File: src/rtl/demux2_buffered.sv
// demux2_buffered: registered 1-to-2 demultiplexer with a DEPTH-entry FIFO per
// output, so a stalled consumer on one port never blocks the other port.
// Optional build macro DEMUX2_CNT_EN adds 16-bit popped-word counters
// (b_count, c_count).

// Per-port FIFO: storage, pointers and occupancy for one output.
module demux2_fifo #(
  parameter int WIDTH = 32,
  parameter int DEPTH = 2
) (
  input  logic             clk,
  input  logic             rst_n,
  input  logic             push,
  input  logic [WIDTH-1:0] wdata,
  input  logic             pop,
  output logic [WIDTH-1:0] rdata,
  output logic             valid,
  output logic             full
);
  localparam int PW = $clog2(DEPTH);
  localparam int CW = $clog2(DEPTH + 1);

  logic [DEPTH-1:0][WIDTH-1:0] mem;
  logic [PW-1:0]               wr_ptr, rd_ptr;
  logic [CW-1:0]               count;

  // Occupancy is registered, so full (and thus in_ready) only moves on clock edges.
  assign full  = (count == CW'(DEPTH));
  assign valid = (count != '0);
  assign rdata = mem[rd_ptr];

  // Storage write, pointer advance (natural wrap, DEPTH is a power of two) and count update.
  always_ff @(posedge clk or negedge rst_n) begin
    if (!rst_n) begin
      mem    <= '0;
      wr_ptr <= '0;
      rd_ptr <= '0;
      count  <= '0;
    end else begin
      if (push) begin
        mem[wr_ptr] <= wdata;
        wr_ptr      <= wr_ptr + PW'(1);
      end
      if (pop) rd_ptr <= rd_ptr + PW'(1);
      case ({push, pop})
        2'b10:   count <= count + CW'(1);
        2'b01:   count <= count - CW'(1);
        default: count <= count;
      endcase
    end
  end
endmodule

module demux2_buffered #(
  parameter int WIDTH = 32,
  parameter int DEPTH = 2
) (
  input  logic             clk,
  input  logic             rst_n,
  input  logic [WIDTH-1:0] in_data,
  input  logic             in_sel,
  input  logic             in_valid,
  output logic             in_ready,
  output logic [WIDTH-1:0] b_data,
  output logic             b_valid,
  input  logic             b_ready,
  output logic [WIDTH-1:0] c_data,
  output logic             c_valid,
  input  logic             c_ready
`ifdef DEMUX2_CNT_EN
  ,
  output logic [15:0]      b_count,
  output logic [15:0]      c_count
`endif
);
  // Index 0 is port B, index 1 is port C (matches in_sel encoding).
  logic [1:0]            full, valid, ready, push, pop;
  logic [1:0][WIDTH-1:0] rdata;

  // Ready depends only on the selected FIFO's registered fullness, never on output readies.
  assign in_ready = in_sel ? !full[1] : !full[0];
  assign push[0]  = in_valid && in_ready && !in_sel;
  assign push[1]  = in_valid && in_ready &&  in_sel;
  assign ready    = {c_ready, b_ready};
  assign pop      = valid & ready;

  for (genvar i = 0; i < 2; i++) begin : g_port
    demux2_fifo #(.WIDTH(WIDTH), .DEPTH(DEPTH)) u_fifo (
      .clk   (clk),
      .rst_n (rst_n),
      .push  (push[i]),
      .wdata (in_data),
      .pop   (pop[i]),
      .rdata (rdata[i]),
      .valid (valid[i]),
      .full  (full[i])
    );
  end

  assign b_data  = rdata[0];
  assign b_valid = valid[0];
  assign c_data  = rdata[1];
  assign c_valid = valid[1];

`ifdef DEMUX2_CNT_EN
  logic [1:0][15:0] pop_cnt;

  // Free-running popped-word counters, wrapping at 16 bits.
  always_ff @(posedge clk or negedge rst_n) begin
    if (!rst_n) begin
      pop_cnt <= '0;
    end else begin
      for (int i = 0; i < 2; i++)
        if (pop[i]) pop_cnt[i] <= pop_cnt[i] + 16'd1;
    end
  end

  assign b_count = pop_cnt[0];
  assign c_count = pop_cnt[1];
`endif
endmodule

File: config.mk
export PLATFORM = sky130hd
export DESIGN_NAME = demux2_buffered
export DESIGN_NICKNAME = d
export VERILOG_FILES = /design/src/rtl/demux2_buffered.sv
export SDC_FILE = /design/constraint.sdc
export NUM_CORES = 1
export LEC_CHECK = 0
export BUFFER_PORTS_ARGS = -buffer_cell sky130_fd_sc_hd__buf_2
export CAP_MARGIN = 20
export CORE_MARGIN = 1
export CORE_UTILIZATION = 35
export CTS_BUF_LIST = sky130_fd_sc_hd__clkbuf_2 sky130_fd_sc_hd__clkbuf_4 sky130_fd_sc_hd__clkbuf_8
export DETAILED_ROUTE_END_ITERATION = 10
export PLACE_DENSITY = 0.59
export SLEW_MARGIN = 20
export SYNTH_ARGS = -nofsm -noshare
export SYNTH_HDL_FRONTEND = slang
export SYNTH_SLANG_ARGS = --single-unit
File: constraint.sdc
create_clock -name clk -period 2.09 [get_ports clk]
set_input_delay 0.209 -clock clk [delete_from_list [all_inputs] [get_ports clk]]
set_output_delay 0.209 -clock clk [all_outputs]
set_load 0.02 [all_outputs]
Word level (Yosys, flattened, before mapping) --
Index checks and enable logic that the tools add are counted.
Operators by class: eq/ne operators 6, mux-type cells 13, bitwise operators 1, reductions and logical operators 12, order comparisons 6, add/sub/neg operators 8
Operators with widths (number):
- $mux W32 | 6
- $bwmux W64 | 2
- $demux W32 S1 | 2
- $eq A2 B2 Y1 const B | 4
- $lt A1 B2 Y1 const B | 4
- $pmux W2 S2 | 2
- $reduce_bool A2 Y1 | 4
- $logic_and A1 B1 Y1 | 5
- $add A1 B1 Y1 const B | 4
- $add A2 B1 Y2 const B | 2
- $eq A2 B1 Y1 const B | 2
- $sub A2 B1 Y2 const B | 2
- $logic_not A1 Y1 | 3
- $and A2 B2 Y2 | 1
- $ge A1 B1 Y1 const B | 2
- $mux W1 | 1
Storage, ports and cells: register bits after elaboration 136, bits of input ports 38, output and inout bits 67, word-level logic and storage cells 56

Logic depth before layout (Yosys ltp) --
Gate-level depths: netlist (run 1).
depth in word-level cells 7, mapped depth 6, depth with buffers taken out 6

Cells and area by module --
A second synthesis (run 1) with hierarchy kept.
Unflattened totals: cells, all modules 377, area, all modules 5909.4 µm²
Modules (own cells, without submodules):
- demux2_fifo | instances 2, area each 2932.8 µm², cells each 186, seq. area each 1701.6 µm²
- demux2_buffered | instances 1, area each 43.8 µm², cells each 5, seq. area each 0.0 µm²

Worst setup path before layout (run 1) --
OpenSTA, ideal clock, no wires.
path kind register to register, start register g_port[0].u_fifo.count[0], end register g_port[0].u_fifo.count[1], period minus slack after synthesis 1.610 ns, data required time 2.011 ns, buffers on the path 0, cell stages (with the launch flop) 6, library setup time 0.079 ns, setup slack 0.480 ns, arrival 1.531 ns, path through dfrtp_1 or2_2 and2_1 ha_1 nor2_1 xor2_1
Between the ends: elaborated cells between the ends (all ways) 13, those cells by class 2 x add/sub; 3 x eq/ne; 2 x mux; 1 x bitwise; 5 x reduce/logical
RTL lines:
- from (decl) | line 25 | logic [CW-1:0] count;
- from (signal assigned) | line 46 | 2'b10: count <= count + CW'(1);
- from (signal assigned) | line 47 | 2'b01: count <= count - CW'(1);
- from (signal assigned) | line 48 | default: count <= count;
- $reduce_bool A2 Y1 (*) | line 29 | assign valid = (count != '0);
- via b_valid | line 65 | output logic b_valid,
- $and A2 B2 Y2 (*) | line 85 | assign pop = valid & ready;
- via g_port[0].u_fifo.pop | line 15 | input logic pop,
- $eq A2 B1 Y1 / $eq A2 B2 Y1 (equally long branches) | line 45 | case ({push, pop})
- $pmux W2 S2 / $reduce_bool A2 Y1 (equally long branches)
The timed path passes the listed nets; every way through them passes the cells marked *. A chain may end at the register's enable or synchronous reset.

Final worst setup path (run 1) --
start register g_port[0].u_fifo.rd_ptr, end output port b_data[0]
Between the ends: cells in the longest elaborated chain, start to end 2
RTL lines:
- from (decl) | line 24 | logic [PW-1:0] wr_ptr, rd_ptr;
- from (signal assigned) | line 44 | if (pop) rd_ptr <= rd_ptr + PW'(1);
- $mux W32 (not written as such) (2 in a row) | line 30 | assign rdata = mem[rd_ptr];
- to (decl) | line 64 | output logic [WIDTH-1:0] b_data,
No other way between the ends. The select of a mux whose other input is x is not followed.

==> results of run 1 <==
placed cells by master (no fill, tap or decap), drive strengths merged, types with 2 or more instances in the layout:
master         n
xnor2          6
clkbuf        21
ha             2
dfrtp        136
dlygate4sd3    2
nor2           3
or2            2
buf          119
nand2b         2
mux2         192
xor2           4
and2           2
bufinv         4
clkinv         6
state kept, by name (all words and copies together), names as in the netlist:
name	flops
g_port.u_fifo.mem	128
g_port.u_fifo.rd_ptr	2
g_port.u_fifo.count	4
g_port.u_fifo.wr_ptr	2
report_power, final:
| part | internal [mW] | switching (mW) | total (mW) |
|---|---|---|---|
| sequential | 3.98 | 0.652 | 4.64 |
| combinational | 2.88 | 2.97 | 5.85 |
| clock | 1.39 | 0.984 | 2.38 |
| total | 8.25 | 4.61 | 12.9 |
synthesized netlist by cell type:
library cell	n	area (um^2)
mux2_2	187	2110
dfrtp_1	136	3400
buf_2	10	50.1
buf_6	6	67.6
xnor2_1	6	52.6
mux2_1	5	56.3
xor2_1	4	35.0
buf_4	3	22.5
nor2_1	3	11.3
and2_1	2	12.5
clkbuf_1	2	7.51
ha_1	2	25.0
or2_2	2	12.5
a21oi_1	1	5.00
and4bb_1	1	12.5
nand2_1	1	3.75
nand2b_1	1	6.26
nand2b_4	1	13.8
nand3_1	1	5.00
nand3b_1	1	7.51
nand4_2	1	12.5
nand4b_2	1	15.0
nor2b_1	1	6.26
nor3_2	1	10.0
cell families after synthesis:
family                     after synthesis  share of synthesized area (%)
AOI/OAI and AO/OA                        1                         0.0839
DFF                                    136                           57.1
adders and majority gates                2                          0.420
muxes                                  192                           36.3
buffers and inverters                   21                           2.48
and+or+nand+nor                         17                           2.16
xor gates and xnor gates                10                           1.47
per-layer routing:
layer | wire length [um] | vias to the layer above
li1 | - | 1596
met1 | 5310 | 1811
met2 | 6270 | 68
met3 | 505 | 8
met4 | 140 | 0
met5 | 0 | -
area by class of cell:
| cell class | count | area [um^2] | share of cell area (%) |
|---|---|---|---|
| Sequential cell | 136 | 3410 | 47.2 |
| Multi-Input combinational cell | 222 | 2410 | 33.5 |
| Timing Repair Buffer | 121 | 672 | 9.31 |
| Clock buffer | 21 | 277 | 3.83 |
| Tap cell | 220 | 275 | 3.82 |
| Clock inverter | 11 | 170 | 2.36 |
critical path: stages, from the launching register on:
cell,delay [ns]
dfrtp_2,0.36
buf_4,0.28
mux2_2,0.40
buf_2,0.17
worst min path at each step:
stage                                                  endpoint  slack, ns  cells past startpoint
final                       g_port[1].u_fifo.mem[5]$_DFFE_PN0P_       0.03                      2
after global routing       g_port[1].u_fifo.mem[36]$_DFFE_PN0P_      0.008                      2
after CTS                  g_port[0].u_fifo.mem[57]$_DFFE_PN0P_      0.003                      2
after detailed placement   g_port[0].u_fifo.mem[42]$_DFFE_PN0P_       0.12                      1
after global placement     g_port[0].u_fifo.mem[42]$_DFFE_PN0P_       0.12                      1
after floorplan           g_port[0].u_fifo.count[0]$_DFFE_PN0P_      -0.09                      0
==> flow_summary.ini, run 1 <==
[status]
status = finished, final reports clean

[placement]
dp_hpwl_mm = 8.44
placed_area_um2 = 6750
place_congestion = 0.704
port_buffers = 104
dp_cells = 697
dp_slack_ns = 0.424

[clock_network]
cts_sinks = 136
clockRootBuffer = clkbuf_8
cts_setup_buffers = 0
tritoncts = done
cts_max_path_buffers = 2
cts_max_level = 4
worstSkewPairLatency_ns = 0.44
cts_resized = 0
clk_transition_reported_paths_ns = 0.07
ctsHoldBuffers = 2
cts_buffers = 17

[global_route]
overflow = 0
grtUsageMet1_pct = 18.2
grt.busiest_layer = met2
grt_pass1_vias = 3851
grt_usage_pct = 15.2
grt_max_degree = 58
grt_use_met2_pct = 25.8
antenna_found_initial = 0
grt_pass1_wl_mm = 20.3
grt_util_met3_pct = 4.83

[synth]
yosysSeqAreaShare_pct = 57.1
synth_nets = 419
ys_types = 24
ys_seq_elements = 136
yosys_warnings = 0
syn_area_um2 = 5960
avgSynthCellArea_um2 = 15.7
syn-instance-count = 379

[timing]
whs_ns = 0.0335
worst_pin_slew_ns = 0.336
setup_slack_ns = 0.235
maxSlewViolCount = 0
hold_viol = 0
finalCritPeriodShare_pct = 88.7
finClkSkew_ns = 0.0104
period_minus_slack_ns = 1.85
max_freq_ghz = 0.539
setup-tns-final_ns = 0
setup_viol = 0
rsz0062_at_grt = false
relSlewSlack_pct = 77.6

[final_layout]
area_delta_synth_final_pct = 21.1
finalInstanceArea_um2 = 7210
layout-drive-gt1-share_pct = 67.9
utilization_pct = 43.5
nFillCells = 1577
insertedDiodeCount = 0
layoutNonFillerInstCount = 731
nets = 538

[flow_run]
drv_cap = 0

[floorplan]
rows = 47
core_um2 = 16600
io_pins = 105
die_area_um2 = 17600
die_x_um = 132
start_util_pct = 35.9
die_h_um = 132

[pwr]
leakagePower_nw = 3.23
power.total_mw = 12.9
p_per_area_nw_per_um2 = 1780
peakVddDrop_mv = 0.690

[worst_setup_path]
endpoint = b_data[0]
r2r-start = g_port[0].u_fifo.count[0]$_DFFE_PN0P_
crit_arrival_ns = 1.65
crit_start = g_port[0].u_fifo.rd_ptr$_DFFE_PN0P_
crit_type = flip-flop to primary output
r2r_slack_ns = 0.39
crit_fanout = 16
critPathCaptureType = primary output
worst_setup_path_start_kind = flip-flop
cp.required_ns = 1.88
r2r.worst_path.cells = 5
r2r_end = g_port[0].u_fifo.count[1]$_DFFE_PN0P_

[drt]
ant_nets = 0
vias = 3483
wire_per_inst_um = 16.7
drt_wl_total_mm = 12.2
drc_errors = 0
drt_first_pass_iters = 4
via_per_inst = 4.76
first_iter_violations = 90

[min_path]
hold_path.class = input pin to flip-flop
hp-start = in_data[5]
No activity file was read; power rests on OpenSTA's default activity.
==> run 2, diff against run 1 <==
--- a/config.mk
+++ b/config.mk
@@ -12,6 +12,7 @@
 export CTS_BUF_LIST = sky130_fd_sc_hd__clkbuf_2 sky130_fd_sc_hd__clkbuf_4 sky130_fd_sc_hd__clkbuf_8
 export DETAILED_ROUTE_END_ITERATION = 10
 export PLACE_DENSITY = 0.59
+export REMOVE_ABC_BUFFERS = 1
 export SLEW_MARGIN = 20
 export SYNTH_ARGS = -nofsm -noshare
 export SYNTH_HDL_FRONTEND = slang
==> run 2 against run 1 <==
Clock power fell by 14%. Flip-flop and latch count did not move. First-iteration DRC count fell by 28%. Fmax fell by 4.0%. Critical endpoint is now b_data[25]. Sequential share of layout area rose by 0.26 points. Count of clock-buffer cells in the layout did not move. Combinational power barely moved. Critical path type unchanged. Design area fell by 0.47%. Wire length rose by 1.2%. Largest power group unchanged.
==> flow_summary.ini, run 2 (synthesis results as in run 1) <==
[status]
status = finished, final reports clean

[timing]
period_minus_slack_ns = 1.93
max_freq_ghz = 0.518
finalCritPeriodShare_pct = 92.4
finClkSkew_ns = 0.0117
maxSlewViolCount = 0
worst_pin_slew_ns = 0.659
rsz0062_at_grt = false
setup_viol = 0
whs_ns = 0.0444
relSlewSlack_pct = 56.1
hold_viol = 0

[clock_network]
cts_setup_buffers = 0
clk_transition_reported_paths_ns = 0.08
cts_sinks = 136
worstSkewPairLatency_ns = 0.44
cts_max_path_buffers = 2
tritoncts = done
cts_buffers = 17
clockRootBuffer = clkbuf_8
cts_max_level = 4

[drt]
first_iter_violations = 65
ant_nets = 0
routed-wl-met3_um = 543
wire_per_inst_um = 17.0
vias = 3438
drt_wl_total_mm = 12.4
topRoutingLayerUsed = met4
drt_first_pass_iters = 4
wl_met2_mm = 6.31
drc_errors = 0
via_per_inst = 4.72
m1WireLength_mm = 5.40

[pwr]
p_per_area_nw_per_um2 = 1750
leakagePower_nw = 3.20
peakVddDrop_mv = 0.866

[floorplan]
rows = 47
io_pins = 105
core_um2 = 16600
start_util_pct = 35.9
die_x_um = 132
die_area_um2 = 17600
die_h_um = 132

[global_route]
grt_pass1_wl_mm = 20.7
grt_max_degree = 70
overflow = 0
antenna_found_initial = 0
grt_pass1_vias = 3842
grt_usage_pct = 15.4

[min_path]
holdPathStages = 2
hold_path.class = input pin to flip-flop

[final_layout]
nets = 538
insertedDiodeCount = 0
reg.largest.list = g_port.u_fifo.mem x128, g_port.u_fifo.count x4
seq_area_um2 = 3410
layout-drive-gt1-share_pct = 67.8
top_register = g_port.u_fifo.mem
area_delta_synth_final_pct = 20.5
layout_common_cells = mux2_2 (187), dfrtp_1 (134), buf_2 (103)
multi_input_area_um2 = 2410
largest_reg_flops = 128
final_common_cell = mux2_2
nFillCells = 1563
layoutNonFillerInstCount = 729

[worst_setup_path]
cp.required_ns = 1.88
crit_fanout = 15
crit_chain = buf_12 > mux2_2 > buf_2
r2r.worst_path.cells = 5
worst_setup_path_start_kind = flip-flop
critPathCaptureType = primary output
crit_slowest_cell = dfrtp_4
cpPeakStageDelay_ns = 0.56
crit_type = flip-flop to primary output
crit_arrival_ns = 1.72

[placement]
dp_cells = 697
port_buffers = 104
place_congestion = 0.692
dp_hpwl_mm = 8.49

[flow_run]
drv_cap = 0
## run 2: cell types whose count changed in the layout (fill, tap and decap cells not counted)
| cell | before | now |
|---|---|---|
| buf_12 | 1 | 4 |
| buf_4 | 14 | 11 |
| clkinv_4 | 3 | 0 |
| clkinvlp_4 | 0 | 3 |
| bufinv_16 | 4 | 2 |
| clkbuf_4 | 2 | 3 |
| clkbuf_8 | 19 | 18 |
| clkinv_2 | 3 | 4 |
| dfrtp_2 | 2 | 1 |
| dfrtp_4 | 0 | 1 |
| inv_6 | 1 | 0 |
## run 2: area by class of cell
class,count,share of cell area (%)
Sequential cell,136,47.5
Multi-Input combinational cell,222,33.6
Timing Repair Buffer,121,9.88
Tap cell,220,3.83
Clock buffer,21,3.76
Clock inverter,9,1.43
## run 2: worst max-delay path: cells and delay by family, from the launching register on
family	cells	cell delay (ns)
buf+inv	2	0.37
flops	1	0.56
mux	1	0.35
## run 2: worst paths after layout
check / from / to / slack, ns
hold reg to reg: g_port[1].u_fifo.mem[58]$_DFFE_PN0P_ / g_port[1].u_fifo.mem[58]$_DFFE_PN0P_ / 0.49
setup / recovery: g_port[0].u_fifo.rd_ptr$_DFFE_PN0P_ / b_data[25] / 0.16
min in group asynchronous: rst_n / g_port[1].u_fifo.mem[38]$_DFFE_PN0P_ / 0.34
setup reg to reg: g_port[0].u_fifo.count[0]$_DFFE_PN0P_ / g_port[0].u_fifo.count[1]$_DFFE_PN0P_ / 0.40
hold / removal: in_data[11] / g_port[1].u_fifo.mem[11]$_DFFE_PN0P_ / 0.04
max in group asynchronous: rst_n / g_port[1].u_fifo.rd_ptr$_DFFE_PN0P_ / 1.00
## run 2: what timing repair did
item	CTS	global route
hold buffers	1	1
setup endpoints to repair	0	2
hold endpoints to repair	66	1
resized for setup	0	1
## run 2: routing by layer
layer  vias up  global-route usage, %
met3        11                   4.98
met4         0                   4.66
met2        77                   25.1
met1      1764                   19.5
met5         -                      0
li1       1586                      -
## run 2: report_power, final
group,switching [mW],total [mW],internal [mW]
sequential,0.703,4.69,3.99
combinational,2.92,5.84,2.92
clock,0.946,2.05,1.11
total,4.57,12.6,8.02
## run 2: stage by stage
| step | total power, mW | instance area (um^2) | setup TNS (ns) | utilization, % | worst slack [ns] |
|---|---|---|---|---|---|
| floorplan | 8.74 | 5810 | -9.20 | - | -0.290 |
| global placement | 10.5 | 6790 | 0 | 40.9 | 0.436 |
| detailed placement | 10.7 | 6790 | 0 | 40.9 | 0.402 |
| CTS | 12.8 | 7170 | 0 | 43.2 | 0.0283 |
| global route | 13.4 | 7180 | 0 | 43.3 | 0.0647 |
| finish | 12.6 | 7180 | 0 | 43.3 | 0.159 |
==> run 3, diff against run 2 <==
--- a/config.mk
+++ b/config.mk
@@ -7,11 +7,13 @@
 export LEC_CHECK = 0
 export BUFFER_PORTS_ARGS = -buffer_cell sky130_fd_sc_hd__buf_2
 export CAP_MARGIN = 20
+export CELL_PAD_IN_SITES_DETAIL_PLACEMENT = 2
+export CELL_PAD_IN_SITES_GLOBAL_PLACEMENT = 2
 export CORE_MARGIN = 1
 export CORE_UTILIZATION = 35
 export CTS_BUF_LIST = sky130_fd_sc_hd__clkbuf_2 sky130_fd_sc_hd__clkbuf_4 sky130_fd_sc_hd__clkbuf_8
 export DETAILED_ROUTE_END_ITERATION = 10
-export PLACE_DENSITY = 0.59
+export PLACE_DENSITY = 0.77
 export REMOVE_ABC_BUFFERS = 1
 export SLEW_MARGIN = 20
 export SYNTH_ARGS = -nofsm -noshare
==> run 3 against run 2 <==
Non-clock buffer count unchanged. Sequential share of layout area up 0.21 points. Combinational power up 2%. Clock skew about the same. Flip-flop and latch count stayed put. Fmax decreased by 3.0%.
==> flow_summary.ini, run 3 (synthesis results as in run 1) <==
[drt]
via_per_inst = 4.81
vias = 3500
wire_per_inst_um = 19.8
drc_errors = 0
drt_wl_total_mm = 14.4
drt_first_pass_iters = 4
ant_nets = 0
first_iter_violations = 106

[worst_setup_path]
crit_fanout = 26
critPathCaptureType = primary output
crit_arrival_ns = 1.78
cp.required_ns = 1.88
worst_setup_path_start_kind = flip-flop
crit_type = flip-flop to primary output

[global_route]
grt_usage_pct = 18.1
grt_pass1_vias = 4270
grt_pass1_wl_mm = 23.7
grt_max_degree = 56
overflow = 0
antenna_found_initial = 1

[final_layout]
final_common_cell = mux2_2
area_delta_synth_final_pct = 19.9
seq_area_um2 = 3410
top_register = g_port.u_fifo.mem
layout_common_cells = mux2_2 (187), dfrtp_1 (134), buf_2 (103)
layout-drive-gt1-share_pct = 67.5
layoutNonFillerInstCount = 728
largest_reg_flops = 128
multi_input_area_um2 = 2410
insertedDiodeCount = 0
utilization_pct = 43.1
nFillCells = 1649
reg.largest.list = g_port.u_fifo.mem x128, g_port.u_fifo.count x4
nets = 538

[floorplan]
die_area_um2 = 17600
start_util_pct = 35.9
core_um2 = 16600
die_h_um = 132
rows = 47
io_pins = 105
die_x_um = 132

[placement]
place_congestion = 0.700
port_buffers = 104
dp_hpwl_mm = 10.0
dp_cells = 696

[pwr]
switchingPower_mw = 4.79
p_per_area_nw_per_um2 = 1790
peakVddDrop_mv = 0.632
combPwrFrac_pct = 46.7
sw_frac_of_total_pct = 37.4
internal_power_mw = 8.01
p_seq_share_pct = 37.0
leakagePower_nw = 3.20
p_clk_share_pct = 16.3

[clock_network]
tritoncts = done
cts_max_level = 4
ctsHoldBuffers = 3
worstSkewPairLatency_ns = 0.45
cts_setup_buffers = 0
clk_transition_reported_paths_ns = 0.07
clockRootBuffer = clkbuf_8
cts_buffers = 17
cts_resized = 0
cts_max_path_buffers = 2
cts_sinks = 136

[status]
status = finished, final reports clean

[timing]
relSlewSlack_pct = 65.0
setup_viol = 0
worst_pin_slew_ns = 0.525
rsz0062_at_grt = false
hold_viol = 0
finClkSkew_ns = 0.0118
finalCritPeriodShare_pct = 95.2
period_minus_slack_ns = 1.99
maxSlewViolCount = 0
max_freq_ghz = 0.503

[min_path]
hold_path.class = input pin to flip-flop

[flow_run]
drv_cap = 0
-- run 3: metrics by stage --
stage	setup slack, ns	instance area [um^2]	TNS, ns	hold WS [ns]	total power, mW
5_1_grt	0.00113	7140	0	0.00811	13.6
2_1_floorplan	-0.290	5810	-9.20	-0.0866	8.74
4_1_cts	0.0421	7140	0	0.000978	13.1
3_5_place_dp	0.399	6750	0	0.201	10.9
6_report	0.100	7140	0	0.0344	12.8
3_3_place_gp	0.526	6750	0	0.201	10.5
-- run 3: power by group through the flow --
| stage | sequential (mW) | clock, mW | combinational, mW |
|---|---|---|---|
| 6_report | 4.74 | 2.08 | 5.98 |
| 5_1_grt | 4.93 | 2.27 | 6.41 |
| 4_1_cts | 4.76 | 2.17 | 6.12 |
| 3_5_place_dp | 4.79 | 0 | 6.07 |
| 3_3_place_gp | 4.62 | 0 | 5.86 |
| 2_1_floorplan | 4.63 | 0 | 4.12 |
-- run 3: routing by layer --
layer | up-vias | share of wire (%) | track usage, %
met1 | 1812 | 42 | 21.0
li1 | 1584 | - | -
met3 | 21 | 4.4 | 5.40
met2 | 81 | 52 | 31.4
met4 | 2 | 1.7 | 6.70
met5 | - | 0.090 | 0
-- run 3: cell type report --
cell class	count	share of cell area, %
clock buffer	24	4.01
tap	220	3.85
timing repair buffer	121	9.61
clock inverter	5	1.05
sequential	136	47.7
multi-input combinational	222	33.8
-- run 3: worst paths after layout --
check	startpoint	endpoint	slack, ns	cells after the start
min in group asynchronous	rst_n	g_port[1].u_fifo.mem[41]$_DFFE_PN0P_	0.27	2
worst min-delay path	in_data[25]	g_port[1].u_fifo.mem[57]$_DFFE_PN0P_	0.03	2
worst max-delay path	g_port[1].u_fifo.rd_ptr$_DFFE_PN0P_	c_data[22]	0.10	3
max in group asynchronous	rst_n	g_port[1].u_fifo.mem[11]$_DFFE_PN0P_	1.12	3
worst min register to register	g_port[0].u_fifo.mem[7]$_DFFE_PN0P_	g_port[0].u_fifo.mem[7]$_DFFE_PN0P_	0.49	1
worst max register to register	g_port[1].u_fifo.count[0]$_DFFE_PN0P_	g_port[1].u_fifo.count[1]$_DFFE_PN0P_	0.39	5
-- run 3: worst max-delay path, stage by stage (launching register included) --
cell and delay (ns):
dfrtp_2 0.51, buf_12 0.26, mux2_2 0.39, buf_2 0.17
